**src/rtl/button_debounce_pkg.sv**
```systemverilog
// Shared constants and types for the board button / LED user-interface blocks.
//   state_t          debouncer FSM states
//   CLK_HZ           board oscillator frequency
//   DEF_*_CYCLES     default debounce / first-repeat / repeat-interval cycle counts
//   max2()           helper for sizing counters from several parameters
package button_debounce_pkg;

  typedef enum logic [1:0] {
    IDLE,
    PRESS_WAIT,
    PRESSED,
    RELEASE_WAIT
  } state_t;

  localparam int unsigned CLK_HZ              = 50_000_000;
  localparam int unsigned DEF_DEBOUNCE_CYCLES = CLK_HZ / 50;  // 20 ms
  localparam int unsigned DEF_HOLD_CYCLES     = CLK_HZ / 2;   // 0.5 s
  localparam int unsigned DEF_REPEAT_CYCLES   = CLK_HZ / 10;  // 100 ms

  function automatic int unsigned max2(input int unsigned a, input int unsigned b);
    return (a > b) ? a : b;
  endfunction

endpackage

```
**src/rtl/button_debounce_if.sv**
```systemverilog
// Button conditioning bundle: raw pin in, debounced level and strobes out.
//   btn_in         raw asynchronous pin
//   btn_level      debounced level, 1 = pressed
//   press_pulse    one-cycle strobe on accepted press
//   release_pulse  one-cycle strobe on accepted release
//   repeat_pulse   one-cycle strobe per auto-repeat while held
// master: the side driving the pin and consuming the strobes; slave: the debouncer.
interface button_debounce_if;

  logic btn_in;
  logic btn_level;
  logic press_pulse;
  logic release_pulse;
  logic repeat_pulse;

  modport master (
    output btn_in,
    input  btn_level, press_pulse, release_pulse, repeat_pulse
  );

  modport slave (
    input  btn_in,
    output btn_level, press_pulse, release_pulse, repeat_pulse
  );

endinterface

```
**src/rtl/button_debounce_sync_2ff.sv**
```systemverilog
// Two-flop synchroniser for a single asynchronous input.
//   clk   destination clock
//   rst   synchronous, active-high reset; both flops load RESET_VAL
//   d     asynchronous input
//   q     synchronised output (two clk cycles of latency)
module sync_2ff #(
  parameter logic RESET_VAL = 1'b0
) (
  input  logic clk,
  input  logic rst,
  input  logic d,
  output logic q
);

  logic meta;

  always_ff @(posedge clk) begin
    if (rst) begin
      meta <= RESET_VAL;
      q    <= RESET_VAL;
    end else begin
      meta <= d;
      q    <= meta;
    end
  end

endmodule

```
**src/rtl/button_debounce.sv**
```systemverilog
// Conditions one raw board pushbutton: polarity fix, 2-flop synchroniser,
// debounce FSM, single-cycle press/release strobes and held-key auto-repeat.
//   clk   system clock
//   rst   synchronous, active-high reset
//   bus   slave side of button_debounce_if (btn_in in; btn_level and strobes out)
// Parameters: DEBOUNCE_CYCLES (>=2) stable cycles before a level is accepted,
// HOLD_CYCLES (>=1) from press to first repeat, REPEAT_CYCLES between later
// repeats (0 = single repeat only), ACTIVE_LOW pin polarity.
module button_debounce
  import button_debounce_pkg::*;
#(
  parameter int unsigned DEBOUNCE_CYCLES = DEF_DEBOUNCE_CYCLES,
  parameter int unsigned HOLD_CYCLES     = DEF_HOLD_CYCLES,
  parameter int unsigned REPEAT_CYCLES   = DEF_REPEAT_CYCLES,
  parameter bit          ACTIVE_LOW      = 1'b1
) (
  input logic              clk,
  input logic              rst,
  button_debounce_if.slave bus
);

  localparam int unsigned DW = $clog2(DEBOUNCE_CYCLES);
  localparam int unsigned RW = $clog2(max2(max2(HOLD_CYCLES, REPEAT_CYCLES), 2));

  localparam logic [DW-1:0] D_LAST    = DW'(DEBOUNCE_CYCLES - 1);
  localparam logic [RW-1:0] H_LAST    = RW'(HOLD_CYCLES - 1);
  localparam logic [RW-1:0] R_LAST    = RW'((REPEAT_CYCLES == 0) ? 0 : REPEAT_CYCLES - 1);
  localparam bit            REPEAT_EN = (REPEAT_CYCLES != 0);

  logic          pin_pressed;
  logic          btn_s;
  state_t        state;
  logic [DW-1:0] dcnt;
  logic [RW-1:0] rcnt;
  logic          first_rep;
  logic          level;
  logic          press;
  logic          release_s;
  logic          repeat_s;

  // Polarity is folded in ahead of the synchroniser so both flops reset to
  // the released level (0) regardless of ACTIVE_LOW.
  assign pin_pressed = ACTIVE_LOW ? ~bus.btn_in : bus.btn_in;

  sync_2ff #(
    .RESET_VAL(1'b0)
  ) u_sync (
    .clk (clk),
    .rst (rst),
    .d   (pin_pressed),
    .q   (btn_s)
  );

  always_ff @(posedge clk) begin
    if (rst) begin
      state     <= IDLE;
      dcnt      <= '0;
      rcnt      <= '0;
      first_rep <= 1'b0;
      level     <= 1'b0;
      press     <= 1'b0;
      release_s <= 1'b0;
      repeat_s  <= 1'b0;
    end else begin
      press     <= 1'b0;
      release_s <= 1'b0;
      repeat_s  <= 1'b0;
      unique case (state)
        IDLE: begin
          if (btn_s) begin
            state <= PRESS_WAIT;
            dcnt  <= '0;
          end
        end
        PRESS_WAIT: begin
          if (!btn_s) begin
            state <= IDLE;
          end else if (dcnt == D_LAST) begin
            state     <= PRESSED;
            press     <= 1'b1;
            level     <= 1'b1;
            rcnt      <= '0;
            first_rep <= 1'b1;
          end else begin
            dcnt <= dcnt + 1'b1;
          end
        end
        PRESSED: begin
          if (!btn_s) begin
            // rcnt is left untouched so a release bounce resumes the hold timer
            state <= RELEASE_WAIT;
            dcnt  <= '0;
          end else if (first_rep && rcnt == H_LAST) begin
            repeat_s  <= 1'b1;
            rcnt      <= '0;
            first_rep <= 1'b0;
          end else if (!first_rep && REPEAT_EN && rcnt == R_LAST) begin
            repeat_s <= 1'b1;
            rcnt     <= '0;
          end else if (rcnt != '1) begin
            rcnt <= rcnt + 1'b1;
          end
        end
        RELEASE_WAIT: begin
          if (btn_s) begin
            state <= PRESSED;
          end else if (dcnt == D_LAST) begin
            state     <= IDLE;
            release_s <= 1'b1;
            level     <= 1'b0;
          end else begin
            dcnt <= dcnt + 1'b1;
          end
        end
        default: state <= IDLE;
      endcase
    end
  end

  assign bus.btn_level     = level;
  assign bus.press_pulse   = press;
  assign bus.release_pulse = release_s;
  assign bus.repeat_pulse  = repeat_s;

endmodule

```
**src/flat_wrapper.sv**
```systemverilog
// flat-port wrapper written by rule: the top's interface ports become plain ports
module button_debounce_flat import button_debounce_pkg::*;
#(
  parameter int unsigned DEBOUNCE_CYCLES = DEF_DEBOUNCE_CYCLES,
  parameter int unsigned HOLD_CYCLES     = DEF_HOLD_CYCLES,
  parameter int unsigned REPEAT_CYCLES   = DEF_REPEAT_CYCLES,
  parameter bit          ACTIVE_LOW      = 1'b1
)
  (clk, rst, bus_btn_in, bus_btn_level, bus_press_pulse, bus_release_pulse, bus_repeat_pulse);
  button_debounce_if bus_i ();
  input logic clk;
  input logic rst;
  input wire logic [$bits(bus_i.btn_in)-1:0] bus_btn_in;
  output wire logic [$bits(bus_i.btn_level)-1:0] bus_btn_level;
  output wire logic [$bits(bus_i.press_pulse)-1:0] bus_press_pulse;
  output wire logic [$bits(bus_i.release_pulse)-1:0] bus_release_pulse;
  output wire logic [$bits(bus_i.repeat_pulse)-1:0] bus_repeat_pulse;
  assign bus_i.btn_in = bus_btn_in;
  assign bus_btn_level = bus_i.btn_level;
  assign bus_press_pulse = bus_i.press_pulse;
  assign bus_release_pulse = bus_i.release_pulse;
  assign bus_repeat_pulse = bus_i.repeat_pulse;
  button_debounce #(.DEBOUNCE_CYCLES(DEBOUNCE_CYCLES), .HOLD_CYCLES(HOLD_CYCLES), .REPEAT_CYCLES(REPEAT_CYCLES), .ACTIVE_LOW(ACTIVE_LOW)) u_core (.clk(clk), .rst(rst), .bus(bus_i));
endmodule
```
**config.mk**
```make
export PLATFORM = sky130hd
export DESIGN_NAME = button_debounce_flat
export DESIGN_NICKNAME = d
export VERILOG_FILES = /design/src/rtl/button_debounce_pkg.sv /design/src/rtl/button_debounce_if.sv /design/src/rtl/button_debounce_sync_2ff.sv /design/src/rtl/button_debounce.sv /design/src/flat_wrapper.sv
export SDC_FILE = /design/constraint.sdc
export NUM_CORES = 1
export LEC_CHECK = 0
export ABC_AREA = 1
export CELL_PAD_IN_SITES_DETAIL_PLACEMENT = 1
export CELL_PAD_IN_SITES_GLOBAL_PLACEMENT = 1
export CORE_ASPECT_RATIO = 0.9
export CORE_MARGIN = 2
export CORE_UTILIZATION = 40
export DETAILED_ROUTE_END_ITERATION = 7
export PLACE_DENSITY = 0.74
export SLEW_MARGIN = 25
export SYNTH_ARGS = -nofsm -noshare
export SYNTH_HDL_FRONTEND = slang
export SYNTH_SLANG_ARGS = --single-unit
```
**constraint.sdc**
```tcl
create_clock -name clk -period 2.1 [get_ports clk]
set_clock_uncertainty 0.2 [all_clocks]
set_input_delay 0.42 -clock clk [delete_from_list [all_inputs] [get_ports clk]]
set_output_delay 0.42 -clock clk [all_outputs]
set_load 0.01 [all_outputs]
```
# Yosys cells after proc, flatten, opt, wreduce, memory -nomap -nowiden
# Index checks and enable logic that the tools add are counted.
# Widths: inputs -> output; s select.
dict set report classes {
  n_addsub 2
  eq_ne 18
  muxes 31
  bitwise_logic 5
  n_reduce_logical 14
}
# cell count
set op_table {}
lappend op_table {{$mux 25} 6}
lappend op_table {{$mux 20} 5}
lappend op_table {{$pmux 20 s4} 1}
lappend op_table {{$pmux 25 s2} 1}
lappend op_table {{$add 25x1->25 const B} 1}
lappend op_table {{$eq 25x23->1 const B} 1}
lappend op_table {{$eq 25x25->1 const B} 1}
lappend op_table {{$ne 25x25->1 const B} 1}
lappend op_table {{$add 20x1->20 const B} 1}
lappend op_table {{$eq 20x20->1 const B} 1}
lappend op_table {{$reduce_and 5->1} 3}
lappend op_table {{$mux 2} 6}
lappend op_table {{$ne 2x2->1 const B} 5}
lappend op_table {{$mux 1} 9}
lappend op_table {{$reduce_or 3->1} 3}
lappend op_table {{$pmux 2 s4} 1}
lappend op_table {{$reduce_and 4->1} 2}
lappend op_table {{$ne 2x1->1 const B} 3}
lappend op_table {{$ne 3x2->1 const B} 2}
lappend op_table {{$not 1->1} 5}
lappend op_table {{$eq 2x2->1 const B} 2}
lappend op_table {{$ne 4x1->1 const B} 1}
lappend op_table {{$pmux 1 s2} 2}
lappend op_table {{$reduce_bool 2->1} 2}
lappend op_table {{other kinds (4)} 5}
dict set report word_totals {
  regBits 54
  inputBits 3
  out_inout_bits 4
  wordCells 80
}

# Logic depth before layout (Yosys ltp)
# Gate-level depths: netlist of run 1.
dict set report depth {
  depth_word 6
  depth_mapped 13
  depth_no_buf 13
}

# Cells and area by module
# From an unflattened synthesis of run 1, not the netlist that was laid out.
dict set report unflattened {
  hier_cells 552
  hier_area_um2 3424.5
}
# module n_inst cells_per_inst area_per_inst_um2 seq_area_each_um2
set modules_own_cells {}
lappend modules_own_cells {button_debounce 1 546 3369.5 1041.0}
lappend modules_own_cells {sync_2ff 1 6 55.1 40.0}

# Least setup slack after synthesis of run 1
# OpenSTA, ideal clock, no wires.
dict set report synth_path {
  path_kind {register to register}
  from {register u_core.state[0]}
  to {register u_core.dcnt[16]}
  setup_ns 0.113
  arrival_ns 1.758
  t_required_ns 1.787
  slack_ns 0.029
  stages_incl_launch_ff 11
  path_buffers 1
  synth_period_minus_slack_ns 2.071
  path_cell_list {dfxtp_1 inv_1 ha_1 nand2_1 and2_1 and3_1 o21a_2 buf_2 nand3_1 nand2_1 nor2_1}
}
dict set report synth_between {
  elab_chain_cells 3
}
# item line_no
set synth_lines {}
lappend synth_lines {{start: declaration} button_debounce.sv:32} ;# state_t state;
lappend synth_lines {{start signal: assignment} button_debounce.sv:56} ;# state <= IDLE;
lappend synth_lines {{start signal: assignment} button_debounce.sv:71} ;# state <= PRESS_WAIT;
lappend synth_lines {{start signal: assignment} button_debounce.sv:77} ;# state <= IDLE;
lappend synth_lines {{$eq 2x2->1, or another cell as far along} button_debounce.sv:68} ;# unique case (state)
lappend synth_lines {{$ne 2x2->1 (no source line)} n/a}
lappend synth_lines {{$reduce_and 4->1 (no source line)} n/a}
lappend synth_lines {{end signal: assignment} button_debounce.sv:85} ;# dcnt <= dcnt + 1'b1;
lappend synth_lines {{end signal: assignment} button_debounce.sv:112} ;# dcnt <= dcnt + 1'b1;
lappend synth_lines {{end: declaration} button_debounce.sv:33} ;# logic [DW-1:0] dcnt;
# Several ways; a longest one is shown, not always the timed one.
# A chain may end at the register's enable or synchronous reset.

# Worst setup path in the final report of run 1
dict set report layout_path {
  from {register u_core.rcnt[4]}
  to {register u_core.rcnt[7]}
}
dict set report layout_between {
  elab_chain_cells 6
}
# item line_no
set layout_lines {}
lappend layout_lines {{start: declaration} button_debounce.sv:34} ;# logic [RW-1:0] rcnt;
lappend layout_lines {{start signal: assignment} button_debounce.sv:101} ;# rcnt <= rcnt + 1'b1;
lappend layout_lines {{$add 25x1->25 / $eq 25x23->1 (equally long branches)} {button_debounce.sv:101, button_debounce.sv:97}}
lappend layout_lines {{$mux 25 / $logic_and 1x1->1 (equally long branches)} {button_debounce.sv:100, button_debounce.sv:97}}
lappend layout_lines {{$mux 25} button_debounce.sv:97} ;# end else if (!first_rep && REPEAT_EN && rcnt == R_LAST) begin
lappend layout_lines {{$mux 25} button_debounce.sv:93} ;# end else if (first_rep && rcnt == H_LAST) begin
lappend layout_lines {{$mux 25} button_debounce.sv:89} ;# if (!btn_s) begin
lappend layout_lines {{$pmux 25 s2} button_debounce.sv:68}
# Several ways; a longest one is shown, not always the timed one. The select of a mux whose other input is x is not followed.

==> results of run 1 <==
## final timing paths
path                                  from                          end  slack, ns  depth (start not counted)
max            u_core.rcnt[4]$_SDFFE_PP0P_  u_core.rcnt[7]$_SDFFE_PP0P_       0.04                          8
min          u_core.u_sync.meta$_SDFF_PP0_   u_core.u_sync.q$_SDFF_PP0_       0.23                          2
max reg2reg    u_core.rcnt[4]$_SDFFE_PP0P_  u_core.rcnt[7]$_SDFFE_PP0P_       0.04                          8
min reg2reg  u_core.u_sync.meta$_SDFF_PP0_   u_core.u_sync.q$_SDFF_PP0_       0.23                          2
## repair_timing
item                                    CTS  global route
endpoints found under the setup margin   39            46
endpoints found under the hold margin     0             0
resized for setup                        12            51
cloned                                    1             2
pin swaps                                 1            18
setup buffers                             3            14
## final cells by class
type / count / area (um2) / area share, %
sequential: 54 / 1110 / 25.9
multi-input combinational: 438 / 2220 / 51.7
clock inverter: 3 / 43.8 / 1.02
timing repair buffer: 55 / 493 / 11.5
inverter: 56 / 213 / 4.94
tap: 119 / 149 / 3.46
clock buffer: 5 / 68.8 / 1.60
## power groups by stage
stage	sequential, uW	combinational [uW]	clock, uW
5_1_grt	1170	2090	819
3_3_place_gp	1170	1390	0
4_1_cts	1150	1640	787
3_5_place_dp	1170	1440	0
2_1_floorplan	1160	977	0
6_report	1160	1900	761
## through the flow
step	setup WS (ns)	utilization (%)	setup TNS, ns
5_1_grt	-0.0818	50.7	-1.10
2_1_floorplan	0.0289	-	0
3_3_place_gp	-0.0172	44.8	-0.0172
3_5_place_dp	-0.0886	44.8	-0.489
4_1_cts	-0.0118	47.2	-0.0206
6_report	0.0437	50.7	0
## cells by family (layout without fill, tap and decap cells)
group           after synthesis  count (layout)
simple gates                375             375
flops                        54              54
xor+xnor                     15              15
compound gates               41              42
buf+inv                      71             119
fa+ha+maj                     6               6
## worst max-delay path: cells and delay by family (launching register included)
family / cells / cell delay (ns)
simple gates: 7 / 1.17
xor+xnor: 1 / 0.21
flops: 1 / 0.41
## placed cells by master (no fill, tap or decap), types with 3 or more instances in the layout
cell             count
nor3_1              10
nand4_1              7
buf_4               41
a21oi_1             31
nand3b_1             6
dfxtp_4              4
inv_1               52
o21ai_0              4
xor2_1              14
dfxtp_1             37
clkdlybuf4s50_1      6
nor2_2               6
ha_4                 3
nand2_2              7
nand2_1            169
nand3_4              3
or2_2                3
nand3_1             65
nor2_1              84
nor2_4               8
dfxtp_2             13
clkbuf_8             5
inv_2                3
## metal layers
| layer | GRT usage, % | share of wire (%) | up-vias |
|---|---|---|---|
| li1 | - | - | 1880 |
| met1 | 34.0 | 49 | 1827 |
| met2 | 38.8 | 46 | 59 |
| met3 | 2.52 | 2.6 | 17 |
| met4 | 6.56 | 1.8 | 0 |
| met5 | 0 | 0 | - |
## flip-flops by register name (all words and copies together) (netlist names), named ones only
register	count
u_core.rcnt	25
u_core.u_sync.q	1
u_core.bus.release_pulse	1
u_core.u_sync.meta	1
u_core.bus.btn_level	1
u_core.state	1
u_core.first_rep	1
u_core.dcnt	20
u_core.bus.repeat_pulse	1
u_core.bus.press_pulse	1
==> impl_metrics.tcl, run 1 <==
set metrics [dict create \
    p_leak_uw 0.00168 \
    fp.dieH_um 92.3 \
    cts_tree "yes" \
    synth_compound_area_share_pct 6.68 \
    die_area_um2 9420 \
    crit_path_end_kind "register" \
    slew_headroom_pct 70.2 \
    syn2layout_area_growth_pct 24.2 \
    fin_hold_ws_ns 0.229 \
    arrival_ns 2.13 \
    grt_overflow_total 0 \
    h-tree-depth 2 \
    maxCapViolCount 0 \
    worstHoldPathType "register to register" \
    synth_edf_count 0 \
    die_x_um 102 \
    firstDrtPassIters 4 \
    synthXorXnorAreaFrac_pct 3.79 \
    async_flop_share_pct 0 \
    start_kind "register" \
    ios 7 \
    insertion_delay_ns 0.33 \
    rows 32 \
    place_inst 702 \
    detail_route.wirelength_mm 11.4 \
    ctsHoldBuffers 0 \
    wl_per_cell_um 15.6 \
    place_congestion 0.898 \
    setup_viol 0 \
    required_ns 2.18 \
    pwr-share-seq_pct 30.4 \
    drc 0 \
    n_fill_cell 1151 \
    dpl-instance-area_um2 3810 \
    ys_seq_elements 54 \
    synthFlopType "dfxtp_1" \
    cpMostUsedCell "nand2_1" \
    grt_pass1_wl_mm 18.1 \
    finalCritPeriodShare_pct 97.9 \
    hpwl_mm 8.02 \
    yosysWarnings 0 \
    synth_area_leaders "dfxtp_1, nand2_1, nor2_1" \
    p_comb_share_pct 49.6 \
    layout.cells.non_filler 730 \
    ant_nets 0 \
    initial_core_util_pct 40.8 \
    viasPerCell 5.18 \
    synth_top_cell_by_area "dfxtp_1" \
    nNetsFinal 619 \
    vias 3783 \
    clockRootBuffer "clkbuf_8" \
    yosysUniqueCellTypes 33 \
    p_sw_share_pct 41.3 \
    power.internal_uw 2240 \
    path_cells "nand2_1 -> nor2_1 -> nand2_1 -> xor2_1 -> or2_2 -> nand3_1 -> nand2_1 -> nor2_1" \
    drtIter0Drc 124 \
    hold_viol 0 \
    synth_cells 562 \
    cts.sink_count 54 \
    clkTransAtPathRegs_ns 0.12 \
    slowest_stage "dfxtp_1" \
    grt_pass1_vias 3775 \
    layout-drive-gt1-share_pct 19.1 \
    critPathMaxFanout 5 \
    core-area_um2 8490 \
    pwr-share-clk_pct 19.9 \
    synth_top_family_by_area "simple AND/OR/NAND/NOR gates" \
    max-clock-path-buffers 2 \
    fmaxAchievable_ghz 0.486 \
    track_usage_pct 24.1 \
    ir_worst_vdd_mv 0.596 \
    syn_avg_cell_area_um2 6.16 \
    synth_fp_nets 571 \
    port_buffers 6 \
    synthAdderAreaFrac_pct 2.17 \
    drv_slew 0 \
    period_needed_ns 2.06 \
    rsz0062_at_grt "true" \
    synthMuxAreaShare_pct 0 \
    p_total_uw 3820 \
    antenna_found_initial 0 \
    tightest_slew_ns 0.444 \
    switching_power_uw 1580 \
    seq_area_frac_synth_pct 31.2 \
    grt_max_degree 22 \
    netlist_area_um2 3460 \
    synth-simple-area-share_pct 47.4 \
    path_class "register to register" \
    finalInstanceArea_um2 4300 \
    powerDensity_nw_per_um2 888 \
    synth_commonest_cells "nand2_1, nor2_1, nand3_1" \
    diodes 0 \
    run_status "completed" \
    yosys.area.top_type_share_pct 31.2 \
    yosysMostFrequentCell "nand2_1" \
    cts_made_buffers 5 \
    cpPeakStageDelay_ns 0.41 \
]
No activity file was read; power rests on OpenSTA's default activity.
==> run 2, diff against run 1 <==
--- a/config.mk
+++ b/config.mk
@@ -6,6 +6,7 @@
 export NUM_CORES = 1
 export LEC_CHECK = 0
 export ABC_AREA = 1
+export CAP_MARGIN = 20
 export CELL_PAD_IN_SITES_DETAIL_PLACEMENT = 1
 export CELL_PAD_IN_SITES_GLOBAL_PLACEMENT = 1
 export CORE_ASPECT_RATIO = 0.9
==> results of run 2 <==
Same layout as run 1: the final DEF is identical, and so are final timing and power.
==> run 3, diff against run 2 <==
--- a/config.mk
+++ b/config.mk
@@ -14,7 +14,8 @@
 export CORE_UTILIZATION = 40
 export DETAILED_ROUTE_END_ITERATION = 7
 export PLACE_DENSITY = 0.74
-export SLEW_MARGIN = 25
+export SKIP_CTS_REPAIR_TIMING = 1
+export SLEW_MARGIN = 15
 export SYNTH_ARGS = -nofsm -noshare
 export SYNTH_HDL_FRONTEND = slang
 export SYNTH_SLANG_ARGS = --single-unit
==> constraint.sdc (replaced) <==
create_clock -name clk -period 2.1 [get_ports clk]
set_clock_uncertainty 0.2 [all_clocks]
set_input_delay 0.315 -clock clk [delete_from_list [all_inputs] [get_ports clk]]
set_output_delay 0.315 -clock clk [all_outputs]
set_load 0.01 [all_outputs]
==> run 3 against run 2 <==
  * The flow now finishes with violations (setup timing)
  * Routed wire length up 0.50%
  * Combinational power barely moved
  * Critical path depth is 3 higher
  * Non-clock buffer count shrank 6
  * Via count about the same
  * Global-route usage down 0.26 points
  * Final area grew 0.58%
  * Clock power increased by 1%
  * Register-to-register slack got worse by 0.05 ns
  * Sequential cell count stayed put
  * Count of clock-buffer cells in the layout did not move
  * Largest cell class unchanged
  * Largest power group unchanged
==> impl_metrics.tcl, run 3 (synthesis results as in run 1) <==
set metrics [dict create \
    start_kind "register" \
    hold_path.startpoint "u_core.u_sync.meta$_SDFF_PP0_" \
    worstHoldPathType "register to register" \
    wl_per_cell_um 15.8 \
    ir_worst_vdd_mv 0.501 \
    tightest_slew_ns 0.725 \
    slowest_stage "dfxtp_1" \
    dpl-instance-area_um2 3770 \
    powerDensity_nw_per_um2 893 \
    setup_viol 2 \
    hpwl_mm 7.90 \
    slew_headroom_pct 51.6 \
    max-clock-path-buffers 2 \
    firstDrtPassIters 4 \
    place_congestion 0.863 \
    fin_hold_ws_ns 0.224 \
    p_leak_uw 0.00167 \
    min_delay_path_depth 2 \
    drtIter0Drc 127 \
    worst_r2r_path_depth 11 \
    arrival_ns 2.15 \
    path_class "register to register" \
    required_ns 2.15 \
    min_to "u_core.u_sync.q$_SDFF_PP0_" \
    fmaxAchievable_ghz 0.475 \
    p_comb_share_pct 49.9 \
    core-area_um2 8490 \
    reg.largest.list "u_core.rcnt (25), u_core.dcnt (20)" \
    post-place-ws_ns -0.0775 \
    grt_max_degree 29 \
    rsz0062_at_grt "true" \
    ant_nets 0 \
    diodes 0 \
    violations "setup timing" \
    die_area_um2 9420 \
    place_inst 697 \
    pwr-share-seq_pct 30.1 \
    syn2layout_area_growth_pct 24.9 \
    nNetsFinal 613 \
    cpMostUsedCell "nand2_1" \
    hold_viol 0 \
    finalCritPeriodShare_pct 100 \
    drc 0 \
    cts_tree "yes" \
    top_register "u_core.rcnt" \
    r2r_end "u_core.rcnt[20]$_SDFFE_PP0P_" \
    mostFrequentLayoutCell "nand2_1" \
    clockRootBuffer "clkbuf_8" \
    switching_power_uw 1600 \
    grt_pass1_wl_mm 17.9 \
    viasPerCell 5.22 \
    ios 7 \
    antenna_found_initial 0 \
    insertion_delay_ns 0.33 \
    cpPeakStageDelay_ns 0.47 \
    track_usage_pct 23.8 \
    vias 3782 \
    power.internal_uw 2270 \
    initial_core_util_pct 40.8 \
    drv_slew 0 \
    port_buffers 6 \
    detail_route.wirelength_mm 11.4 \
    clkTransAtPathRegs_ns 0.12 \
    largest_reg_flops 25 \
    grt_overflow_total 0 \
    h-tree-depth 2 \
    fp.dieH_um 92.3 \
    reg2reg_from "u_core.rcnt[15]$_SDFFE_PP0P_" \
    finalInstanceArea_um2 4330 \
    period_needed_ns 2.10 \
    p_sw_share_pct 41.4 \
    cts.sink_count 54 \
    regToRegSetupSlack_ns -0.003 \
    cts_made_buffers 5 \
    die_x_um 102 \
    run_status "finished, violations left" \
    rows 32 \
    path_cells "nand2_1 -> nor2_2 -> nand2_1 -> nor2_4 -> nand2_2 -> nor2_4 -> nand3_4 -> nand2_8 -> buf_12 -> nand2_1 -> a21oi_1" \
    layout-drive-gt1-share_pct 20.5 \
    layout.cells.non_filler 724 \
    maxCapViolCount 0 \
    n_fill_cell 1152 \
    crit_path_end_kind "register" \
    pwr-share-clk_pct 20.0 \
    worst_slack_ns -0.00329 \
    layout_common_cells "nand2_1, nor2_1, nand3_1, inv_1, dfxtp_1" \
    critPathMaxFanout 7 \
    grt_pass1_vias 3733 \
]
-- run 3: cell types whose count changed in the layout (fill, tap and decap cells not counted), sizes merged --
cell	change
clkbuf	-1
buf	-5
clkinv	-1
clkinvlp	+1
-- run 3: metrics by stage --
stage | total power (uW) | util, % | setup TNS, ns
final | 3860 | 51.0 | -0.00386
after global routing | 4100 | 51.0 | -1.32
after floorplan | 2140 | - | 0
after CTS | 3390 | 45.8 | -1.89
after global placement | 2560 | 44.4 | -0.000527
after detailed placement | 2610 | 44.4 | -0.908
-- run 3: critical path, delay by kind of cell (launching register included) --
family / cells / cell delay [ns]
and+or+nand+nor: 9 / 1.12
AOI/OAI and AO/OA: 1 / 0.12
buffers and inverters: 1 / 0.13
DFF: 1 / 0.47
-- run 3: area by class of cell --
cell class | count | area, um2 | area share [%]
clock inverter | 3 | 48.8 | 1.13
tap | 119 | 149 | 3.44
timing repair buffer | 49 | 464 | 10.7
multi-input combinational | 438 | 2270 | 52.5
clock buffer | 5 | 68.8 | 1.59
sequential | 54 | 1110 | 25.6
inverter | 56 | 215 | 4.97
-- run 3: power by group through the flow --
stage | Combinational (uW) | Clock (uW) | Sequential (uW)
2_1_floorplan | 977 | 0 | 1160
5_1_grt | 2100 | 822 | 1170
6_report | 1930 | 772 | 1160
3_5_place_dp | 1440 | 0 | 1170
3_3_place_gp | 1390 | 0 | 1170
4_1_cts | 1450 | 799 | 1150
-- run 3: worst max path at each step --
stage / start / end / depth (start not counted)
floorplan: u_core.state[0]$_SDFFE_PP0P_ / u_core.dcnt[16]$_SDFFE_PP0P_ / 10
global placement: u_core.state[0]$_SDFFE_PP0P_ / u_core.dcnt[15]$_SDFFE_PP0P_ / 9
detailed placement: u_core.rcnt[0]$_SDFFE_PP0P_ / u_core.rcnt[12]$_SDFFE_PP0P_ / 12
CTS: u_core.rcnt[0]$_SDFFE_PP0P_ / u_core.rcnt[12]$_SDFFE_PP0P_ / 12
global route: u_core.rcnt[15]$_SDFFE_PP0P_ / u_core.rcnt[19]$_SDFFE_PP0P_ / 11
finish: u_core.rcnt[15]$_SDFFE_PP0P_ / u_core.rcnt[20]$_SDFFE_PP0P_ / 11
-- run 3: per-layer routing --
| layer | track usage [%] | vias up | wire length [um] |
|---|---|---|---|
| met3 | 3.20 | 13 | 467 |
| li1 | - | 1866 | - |
| met2 | 39.7 | 63 | 5560 |
| met1 | 32.9 | 1840 | 5290 |
| met4 | 4.56 | 0 | 114 |
| met5 | 0 | - | 0 |
